**config.mk**
```make
export PLATFORM = sky130hd
export DESIGN_NAME = spi_dac_sched_flat
export DESIGN_NICKNAME = d
export VERILOG_FILES = /design/src/rtl/spi_dac_sched_if.sv /design/src/rtl/spi_dac_sched.sv /design/src/flat_wrapper.sv
export SDC_FILE = /design/constraint.sdc
export NUM_CORES = 1
export LEC_CHECK = 0
export CORE_ASPECT_RATIO = 0.75
export CORE_MARGIN = 10
export CORE_UTILIZATION = 39
export DETAILED_ROUTE_END_ITERATION = 8
export PLACE_DENSITY = 0.75
export SYNTH_ARGS = -nofsm -noshare
export SYNTH_HDL_FRONTEND = slang
export SYNTH_SLANG_ARGS = --single-unit
export TNS_END_PERCENT = 50
```
**constraint.sdc**
```tcl
create_clock -name clk -period 1.7 [get_ports clk]
set_input_delay 0.255 -clock clk [delete_from_list [all_inputs] [get_ports clk]]
set_output_delay 0.255 -clock clk [all_outputs]
set_load 0.03 [all_outputs]
```
**src/rtl/spi_dac_sched_if.sv**
```systemverilog
// spi_dac_sched_if
// Bundles the signals that pass between the DAC-link scheduler, the channel
// sample generators and the shared spi master.
//   master modport : requester / spi-master side (drives req, data, clr_req, spi_ss)
//   slave modport  : the scheduler itself (drives acks, spi controls, status)
// Signals:
//   req[NCH]        level request per channel, held until ack
//   data[NCH*DW]    channel i sample in bits [i*DW +: DW]
//   ack[NCH]        1-cycle capture pulse per channel
//   clr_req/clr_ack clear-frame request and its 1-cycle capture pulse
//   spi_en          start strobe to the spi master
//   spi_clr_ctrl    selects the clear/shutdown sequence in the spi master
//   spi_data        FRAME-bit word to transmit
//   spi_ss          spi master slave-select, low while a frame is active
//   busy/done/err   scheduler status: not idle / frame finished / start timeout
interface spi_dac_sched_if #(
    parameter int NCH   = 2,
    parameter int DW    = 12,
    parameter int FRAME = 24
);
    logic [NCH-1:0]    req;
    logic [NCH*DW-1:0] data;
    logic [NCH-1:0]    ack;
    logic              clr_req;
    logic              clr_ack;
    logic              spi_en;
    logic              spi_clr_ctrl;
    logic [FRAME-1:0]  spi_data;
    logic              spi_ss;
    logic              busy;
    logic              done;
    logic              err;

    modport master (
        output req, data, clr_req, spi_ss,
        input  ack, clr_ack, spi_en, spi_clr_ctrl, spi_data, busy, done, err
    );

    modport slave (
        input  req, data, clr_req, spi_ss,
        output ack, clr_ack, spi_en, spi_clr_ctrl, spi_data, busy, done, err
    );
endinterface

```
**src/rtl/spi_dac_sched.sv**
```systemverilog
// spi_dac_sched
// Arbitrates the shared spi master (DAC link) between NCH waveform channels and
// one clear/shutdown requester. Clear wins over channels; channels share the
// link round-robin. Each grant builds a FRAME-bit command word, strobes spi_en
// until the master pulls ss low, waits for ss to return high and then enforces
// GAP idle cycles before the next grant. A START that never sees ss fall is
// abandoned after TMO cycles with an err pulse.
// Ports:
//   clk  rising-edge system clock
//   rst  synchronous active-high reset
//   bus  spi_dac_sched_if.slave (request/ack, spi controls, status)
module spi_dac_sched #(
    parameter int NCH   = 2,
    parameter int DW    = 12,
    parameter int FRAME = 24,
    parameter int GAP   = 4,
    parameter int TMO   = 15
) (
    input  logic           clk,
    input  logic           rst,
    spi_dac_sched_if.slave bus
);
    localparam int PW = (NCH > 1) ? $clog2(NCH) : 1;
    localparam int TW = $clog2(TMO + 1);
    localparam int GW = $clog2(GAP + 1);

    typedef enum logic [1:0] {S_IDLE, S_START, S_XFER, S_GAP} state_t;

    state_t           r_state;
    state_t           w_state_next;
    logic [PW-1:0]    r_rr_ptr,  w_rr_ptr_next;
    logic [TW-1:0]    r_tmo_cnt, w_tmo_cnt_next;
    logic [GW-1:0]    r_gap_cnt, w_gap_cnt_next;
    logic [NCH-1:0]   r_ack,     w_ack_next;
    logic             r_clr_ack, w_clr_ack_next;
    logic             r_spi_en,  w_spi_en_next;
    logic             r_clr_ctrl, w_clr_ctrl_next;
    logic [FRAME-1:0] r_spi_data, w_spi_data_next;
    logic             r_busy;
    logic             r_done,    w_done_next;
    logic             r_err,     w_err_next;

    logic             w_grant_valid;
    logic [PW-1:0]    w_grant_idx;
    int               cand;

    // Command word per channel: 0011, channel number, sample, zero padding.
    logic [FRAME-1:0] w_chan_word [NCH];

    for (genvar gi = 0; gi < NCH; gi++) begin : g_word
        assign w_chan_word[gi] =
            FRAME'({4'b0011, 4'(gi), bus.data[gi*DW +: DW]}) << (FRAME - 8 - DW);
    end

    // Round-robin search starting after the last granted channel. The loop
    // runs from the farthest candidate to the nearest so the nearest asserted
    // request is the last assignment and therefore wins.
    always_comb begin
        w_grant_valid = 1'b0;
        w_grant_idx   = '0;
        cand          = 0;
        for (int k = NCH; k >= 1; k--) begin
            cand = int'(r_rr_ptr) + k;
            if (cand >= NCH) begin
                cand = cand - NCH;
            end
            if (bus.req[PW'(cand)]) begin
                w_grant_valid = 1'b1;
                w_grant_idx   = PW'(cand);
            end
        end
    end

    // State and registered outputs
    always_ff @(posedge clk) begin
        if (rst) begin
            r_state    <= S_IDLE;
            r_rr_ptr   <= PW'(NCH - 1);
            r_tmo_cnt  <= '0;
            r_gap_cnt  <= '0;
            r_ack      <= '0;
            r_clr_ack  <= 1'b0;
            r_spi_en   <= 1'b0;
            r_clr_ctrl <= 1'b0;
            r_spi_data <= '0;
            r_busy     <= 1'b0;
            r_done     <= 1'b0;
            r_err      <= 1'b0;
        end else begin
            r_state    <= w_state_next;
            r_rr_ptr   <= w_rr_ptr_next;
            r_tmo_cnt  <= w_tmo_cnt_next;
            r_gap_cnt  <= w_gap_cnt_next;
            r_ack      <= w_ack_next;
            r_clr_ack  <= w_clr_ack_next;
            r_spi_en   <= w_spi_en_next;
            r_clr_ctrl <= w_clr_ctrl_next;
            r_spi_data <= w_spi_data_next;
            r_busy     <= (w_state_next != S_IDLE);
            r_done     <= w_done_next;
            r_err      <= w_err_next;
        end
    end

    // Next-state logic
    always_comb begin
        w_state_next = r_state;
        case (r_state)
            S_IDLE:  if (bus.clr_req || w_grant_valid) w_state_next = S_START;
            S_START: begin
                if (!bus.spi_ss) begin
                    w_state_next = S_XFER;
                end else if (r_tmo_cnt == TW'(TMO - 1)) begin
                    w_state_next = S_GAP;
                end
            end
            S_XFER:  if (bus.spi_ss) w_state_next = S_GAP;
            S_GAP:   if (r_gap_cnt == GW'(GAP - 1)) w_state_next = S_IDLE;
            default: w_state_next = S_IDLE;
        endcase
    end

    // Output / datapath next values
    always_comb begin
        w_rr_ptr_next   = r_rr_ptr;
        w_tmo_cnt_next  = r_tmo_cnt;
        w_gap_cnt_next  = r_gap_cnt;
        w_ack_next      = '0;
        w_clr_ack_next  = 1'b0;
        w_spi_en_next   = r_spi_en;
        w_clr_ctrl_next = r_clr_ctrl;
        w_spi_data_next = r_spi_data;
        w_done_next     = 1'b0;
        w_err_next      = 1'b0;
        case (r_state)
            S_IDLE: begin
                if (bus.clr_req) begin
                    // rr_ptr is left alone so channel fairness is unaffected
                    w_clr_ack_next  = 1'b1;
                    w_spi_en_next   = 1'b1;
                    w_clr_ctrl_next = 1'b1;
                    w_spi_data_next = '0;
                    w_tmo_cnt_next  = '0;
                end else if (w_grant_valid) begin
                    w_ack_next[w_grant_idx] = 1'b1;
                    w_spi_en_next   = 1'b1;
                    w_clr_ctrl_next = 1'b0;
                    w_spi_data_next = w_chan_word[w_grant_idx];
                    w_rr_ptr_next   = w_grant_idx;
                    w_tmo_cnt_next  = '0;
                end
            end
            S_START: begin
                if (!bus.spi_ss) begin
                    w_spi_en_next = 1'b0;
                end else if (r_tmo_cnt == TW'(TMO - 1)) begin
                    w_spi_en_next   = 1'b0;
                    w_clr_ctrl_next = 1'b0;
                    w_err_next      = 1'b1;
                    w_gap_cnt_next  = '0;
                end else begin
                    w_tmo_cnt_next = r_tmo_cnt + TW'(1);
                end
            end
            S_XFER: begin
                if (bus.spi_ss) begin
                    w_done_next     = 1'b1;
                    w_clr_ctrl_next = 1'b0;
                    w_gap_cnt_next  = '0;
                end
            end
            S_GAP: begin
                w_gap_cnt_next = r_gap_cnt + GW'(1);
            end
            default: ;
        endcase
    end

    assign bus.ack          = r_ack;
    assign bus.clr_ack      = r_clr_ack;
    assign bus.spi_en       = r_spi_en;
    assign bus.spi_clr_ctrl = r_clr_ctrl;
    assign bus.spi_data     = r_spi_data;
    assign bus.busy         = r_busy;
    assign bus.done         = r_done;
    assign bus.err          = r_err;
endmodule
```
**src/flat_wrapper.sv**
```systemverilog
// flat-port wrapper written by rule: the top's interface ports become plain ports
module spi_dac_sched_flat 
#(
    parameter int NCH   = 2,
    parameter int DW    = 12,
    parameter int FRAME = 24,
    parameter int GAP   = 4,
    parameter int TMO   = 15
)
  (clk, rst, bus_req, bus_data, bus_clr_req, bus_spi_ss, bus_ack, bus_clr_ack, bus_spi_en, bus_spi_clr_ctrl, bus_spi_data, bus_busy, bus_done, bus_err);
  spi_dac_sched_if #(.NCH(NCH), .DW(DW), .FRAME(FRAME)) bus_i ();
  input  logic clk;
  input  logic rst;
  input wire logic [$bits(bus_i.req)-1:0] bus_req;
  input wire logic [$bits(bus_i.data)-1:0] bus_data;
  input wire logic [$bits(bus_i.clr_req)-1:0] bus_clr_req;
  input wire logic [$bits(bus_i.spi_ss)-1:0] bus_spi_ss;
  output wire logic [$bits(bus_i.ack)-1:0] bus_ack;
  output wire logic [$bits(bus_i.clr_ack)-1:0] bus_clr_ack;
  output wire logic [$bits(bus_i.spi_en)-1:0] bus_spi_en;
  output wire logic [$bits(bus_i.spi_clr_ctrl)-1:0] bus_spi_clr_ctrl;
  output wire logic [$bits(bus_i.spi_data)-1:0] bus_spi_data;
  output wire logic [$bits(bus_i.busy)-1:0] bus_busy;
  output wire logic [$bits(bus_i.done)-1:0] bus_done;
  output wire logic [$bits(bus_i.err)-1:0] bus_err;
  assign bus_i.req = bus_req;
  assign bus_i.data = bus_data;
  assign bus_i.clr_req = bus_clr_req;
  assign bus_i.spi_ss = bus_spi_ss;
  assign bus_ack = bus_i.ack;
  assign bus_clr_ack = bus_i.clr_ack;
  assign bus_spi_en = bus_i.spi_en;
  assign bus_spi_clr_ctrl = bus_i.spi_clr_ctrl;
  assign bus_spi_data = bus_i.spi_data;
  assign bus_busy = bus_i.busy;
  assign bus_done = bus_i.done;
  assign bus_err = bus_i.err;
  spi_dac_sched #(.NCH(NCH), .DW(DW), .FRAME(FRAME), .GAP(GAP), .TMO(TMO)) u_core (.clk(clk), .rst(rst), .bus(bus_i));
endmodule
```
==> Word level (Yosys, flattened, before mapping) <==
Cells that the tools add are included.
{ "word_totals": {"ff_bits": 42, "out_inout_bits": 32, "elab_cells": 106} }
{ "classes": {"add_sub_neg": 6, "order_cmp": 7, "n_eq_ne": 11, "muxes": 45, "bitwise": 7, "n_reduce_logical": 18} }
{ "op_table": {"columns": ["op", "count"], "rows": [
  ["$mux W24", 4],
  ["$mux W1", 22],
  ["$mux W17", 1],
  ["$mux W4", 4],
  ["$mux W2", 5],
  ["$mux W3", 3],
  ["$pmux W3 S3", 1],
  ["$pmux W2 S4", 1],
  ["$pmux W4 S2", 1],
  ["$reduce_and A4 Y1", 2],
  ["$lt A1 B3 Y1 const B", 2],
  ["$ne A2 B2 Y1 const B", 3],
  ["$ne A3 B2 Y1 const B", 2],
  ["$not A1 Y1", 6],
  ["$reduce_and A3 Y1", 2],
  ["$reduce_bool A2 Y1", 3],
  ["$reduce_bool A3 Y1", 2],
  ["$reduce_and A5 Y1", 1],
  ["$add A4 B1 Y4 const B", 1],
  ["$eq A2 B2 Y1 const B", 2],
  ["$eq A4 B4 Y1 const B", 1],
  ["$ge A2 B2 Y1 const B", 2],
  ["$reduce_or A2 Y1", 2],
  ["$reduce_or A4 Y1", 1],
  ["other kinds (19)", 20]
]} }

==> Longest topological paths before layout <==
{ "logic_depth": {"ltp_word": 14, "mapped_depth": 7, "ltp_nobuf": 6} }

==> Worst setup path after synthesis <==
No wires, ideal clock.
{ "synth_timing": {"path_kind": "register to register", "from": "register u_core.r_state[0]", "to": "register u_core.r_clr_ctrl (netlist: u_core.bus.spi_clr_ctrl)", "setup_ps": 128, "arrival_time_ps": 1484, "required_ps": 1572, "slack_ps": 88, "stages_incl_launch_ff": 8, "n_path_buf": 1, "period_less_slack_ps": 1612, "path_cell_list": "dfxtp_1 inv_1 ha_1 buf_4 nor3b_2 a311oi_1 mux2i_1 nor2_1"} }
{ "synth_via": {"elab_chain_len": 3} }
{ "synth_rtl": {"columns": ["element", "line_no", "source"], "rows": [
  ["start: declaration", "spi_dac_sched.sv:29", "state_t r_state;"],
  ["start signal: assignment", "spi_dac_sched.sv:90", "r_state <= w_state_next;"],
  ["$eq A2 B1 Y1, or another cell as far along", "spi_dac_sched.sv:135", "case (r_state)"],
  ["$ne A2 B1 Y1 (no source line), or another cell as far along", null, null],
  ["$reduce_and A5 Y1 (no source line)", null, null],
  ["end signal: assignment", "spi_dac_sched.sv:97", "r_clr_ctrl <= w_clr_ctrl_next;"],
  ["end: declaration", "spi_dac_sched.sv:37", "logic r_clr_ctrl, w_clr_ctrl_next;"]
]} }
Parallel ways exist; a longest one is shown, timed or not.
A chain may end at the register's enable or synchronous reset.

==> Final worst setup path <==
{ "layout_timing": {"from": "register u_core.r_state[0]", "to": "register u_core.r_tmo_cnt[3]"} }
{ "layout_via": {"elab_chain_len": 3} }
{ "layout_rtl": {"columns": ["element", "line_no", "source"], "rows": [
  ["$eq A2 B1 Y1 / $logic_not A2 Y1 (equally long branches)", "spi_dac_sched.sv:135", null],
  ["$ne A2 B2 Y1 (no source line), or another cell as far along", null, null],
  ["$reduce_and A4 Y1 (no source line)", null, null],
  ["end signal: assignment", "spi_dac_sched.sv:92", "r_tmo_cnt <= w_tmo_cnt_next;"],
  ["end: declaration", "spi_dac_sched.sv:32", "logic [TW-1:0] r_tmo_cnt, w_tmo_cnt_next;"]
]} }
Parallel ways exist; a longest one is shown, timed or not.

==> results.cfg <==
[job]
max_cap_viol_count = 0

[worst_setup_path]
critical_path.endpoint = u_core.r_tmo_cnt[3]
startpoint = u_core.r_state[0]
arrival_ps = 1800
r2r_end = u_core.r_tmo_cnt[3]
r2r_cells = 6
worstSetupPathType = flip-flop to flip-flop
startpoint_type = flip-flop
required_ps = 1910
regToRegSetupSlack_ps = 110
crit_fanout = 7
endpoint_kind = flip-flop
reg2reg_from = u_core.r_state[0]

[yosys]
syn_inst = 173
syn_avg_cell_area_um2 = 9.38
synth_area_leader_cell = dfxtp_1
yosys_register_bits = 32
yosysUniqueCellTypes = 42
synthArstFlopShare_pct = 0
yosys-top-cells-area = dfxtp_1 (39%), mux2i_1 (8.0%), ha_1 (6.9%), a2bb2oi_1 (6.5%), buf_4 (5.1%)
synth_edf_count = 0
syn_area_mm2 = 0.00162
ys_warn_count = 0
synth.top_cell.area_share_pct = 39.5
synth_ff_type = dfxtp_1
ys_seq_area_share_pct = 39.5

[clock_tree]
clkSlewWorstSetupHoldPaths_ps = 60
htree_levels = 2
cts_buffers = 5
clkLatencyLatePin_ps = 270
cts_tree = yes
cts_root_buf = clkbuf_8
cts_max_path_buffers = 2
clock_sinks = 32
cts_setup_buffers = 0

[global_routing]
antenna_found_initial = 0
grt_pass1_vias = 1469
grt_max_degree = 15
grt_overflow_total = 0
grt_first_pass_wirelength_mm = 6.60
grtUsageTotal_pct = 11.5

[timing]
period_share_pct = 93.7
finalWorstSetupSlack_ps = 107
hold_viol = 0
rsz0062_at_grt = yes
setup_viol_count_final = 0
fmax_ghz = 0.628
min_period_ps = 1590
slew_viol_final = 0
skew_ps = 6.36

[floorplanning]
die_y_um = 75.9
core_mm2 = 0.00403
fp.dieArea_mm2 = 0.00717
core.rowCount = 20
io_pins = 62
die_w_um = 94.5
initial_utilization_pct = 40.3

[layout]
syn2layout_area_growth_pct = 45.9
n_fill_cell = 387
final_cell_area_mm2 = 0.00237
drive_gt1_share_pct = 14.1
n_antenna_cell = 0
fin_nets = 279
instances_no_fill = 296
postLayoutCoreUtil_pct = 58.8

[power_and_ir_drop]
power.density_mw_per_mm2 = 794
peakVddDrop_mv = 0.410
p_leak_nw = 1.03

[detailed_routing]
wire_per_inst_um = 13.6
routed_wl_mm = 4.03
vias = 1417
first_pass_iters = 4
drcViolationCount = 0
dr.first_iter.drc_count = 61
drt-vias-per-instance = 4.79
ant_nets = 0

[placement]
place_ws_ps = -71.6
hpwl_mm = 3.18
postPlaceCellArea_mm2 = 0.00227
port_buffers = 51
gp_congestion = 0.811
placed_cells = 288

[min_path]
hp-class = flip-flop to flip-flop
min_from = u_core.r_gap_cnt[2]

[run_status]
status = complete, no violations
## sequential cells by signal, summed over array words and instances, names as in the netlist
register / count
u_core.bus.err: 1
u_core.r_gap_cnt: 3
u_core.bus.done: 1
u_core.r_rr_ptr: 1
u_core.bus.clr_ack: 1
u_core.bus.spi_data: 14
u_core.bus.spi_en: 1
u_core.bus.ack: 2
u_core.bus.spi_clr_ctrl: 1
u_core.bus.busy: 1
u_core.r_tmo_cnt: 4
u_core.r_state: 2
## critical path, stage by stage, from the launching register on
cell      delay, ps
dfxtp_1         330
inv_1           130
ha_2            280
o21a_2          190
o211ai_2        100
or3_1           350
a21oi_1         140
## layout by cell type (no fill, tap or decap), types with 3 or more instances in the layout
master and count:
a31oi_1 3, and3_1 3, a2bb2oi_1 12, clkdlybuf4s50_1 51, inv_1 6, mux2i_1 13, ha_2 3, o21ai_0 4
buf_4 19, nor2_1 18, dfxtp_1 32, nand2b_1 5, a21oi_1 9, ha_1 6, nor2b_1 3, conb_1 9
nand2_1 4, clkbuf_8 6, nand3b_1 4
## stage by stage
stage / setup TNS (ps) / total power (W) / hold slack (ps)
2_1_floorplan: 0 / 0.00112 / 401
3_3_place_gp: -67.5 / 0.00131 / 456
3_5_place_dp: -125 / 0.00131 / 464
4_1_cts: 0 / 0.00190 / 473
5_1_grt: -3.01 / 0.00198 / 504
6_report: 0 / 0.00188 / 472
## routing by layer
layer / up-vias / part of all wire, % / track usage, %
met5: - / 0 / 0
met4: 0 / 1.3 / 4.47
met3: 4 / 7.1 / 3.84
met2: 34 / 46 / 18.5
met1: 653 / 46 / 14.1
li1: 726 / - / -
## synth_stat cells, types with 2 or more instances
cell / n
dfxtp_1: 32
nor2_1: 18
mux2i_1: 13
a2bb2oi_1: 12
buf_4: 11
a21oi_1: 9
ha_1: 9
inv_1: 6
nand2b_1: 5
buf_2: 4
nand2_1: 4
nand3b_1: 4
o21ai_0: 4
a31oi_1: 3
and3_1: 3
clkbuf_1: 3
nor2b_1: 3
nand3_1: 2
nand4_1: 2
nor4_1: 2
or2_1: 2
xor2_1: 2
## worst min path at each step
stage | slack (ps) | cells after the start | to
after floorplan | 400 | 1 | u_core.bus.clr_ack
after global placement | 460 | 2 | u_core.r_gap_cnt[2]
after detailed placement | 460 | 2 | u_core.r_gap_cnt[2]
after CTS | 470 | 2 | u_core.r_gap_cnt[2]
after global routing | 500 | 2 | u_core.r_gap_cnt[1]
final | 470 | 2 | u_core.r_gap_cnt[2]
## power by group
group / leakage (nW) / total [W] / internal (W) / switching [W]
combinational: 0.726 / 0.000494 / 0.000249 / 0.000245
clock: 0.0455 / 0.000582 / 0.000330 / 0.000253
sequential: 0.261 / 0.000805 / 0.000786 / 0.0000191
total: 1.03 / 0.00188 / 0.00136 / 0.000516
## cell families (layout without fill, tap and decap cells)
family | count (synthesis) | in the layout | synth area share (%)
xor+xnor | 2 | 2 | 1.08
other cells | 1 | 9 | 0.231
buf+inv | 25 | 85 | 9.10
simple gates | 53 | 53 | 18.3
compound gates | 38 | 38 | 16.8
flops | 32 | 32 | 39.5
mux | 13 | 13 | 8.02
fa+ha+maj | 9 | 9 | 6.94
## layout make-up
cell class	instances	area (um^2)	share of cell area [%]
multi-input combinational	124	872	36.8
clock buffer	8	90.1	3.81
sequential	32	641	27.1
timing repair buffer	71	673	28.4
tap	55	68.8	2.91
inverter	6	22.5	0.951
## repair_timing
action,in CTS,in global routing
gates resized for setup,0,3
hold buffers,0,0
endpoints found under the setup margin,0,8
Power figures use the tool's default switching activity.
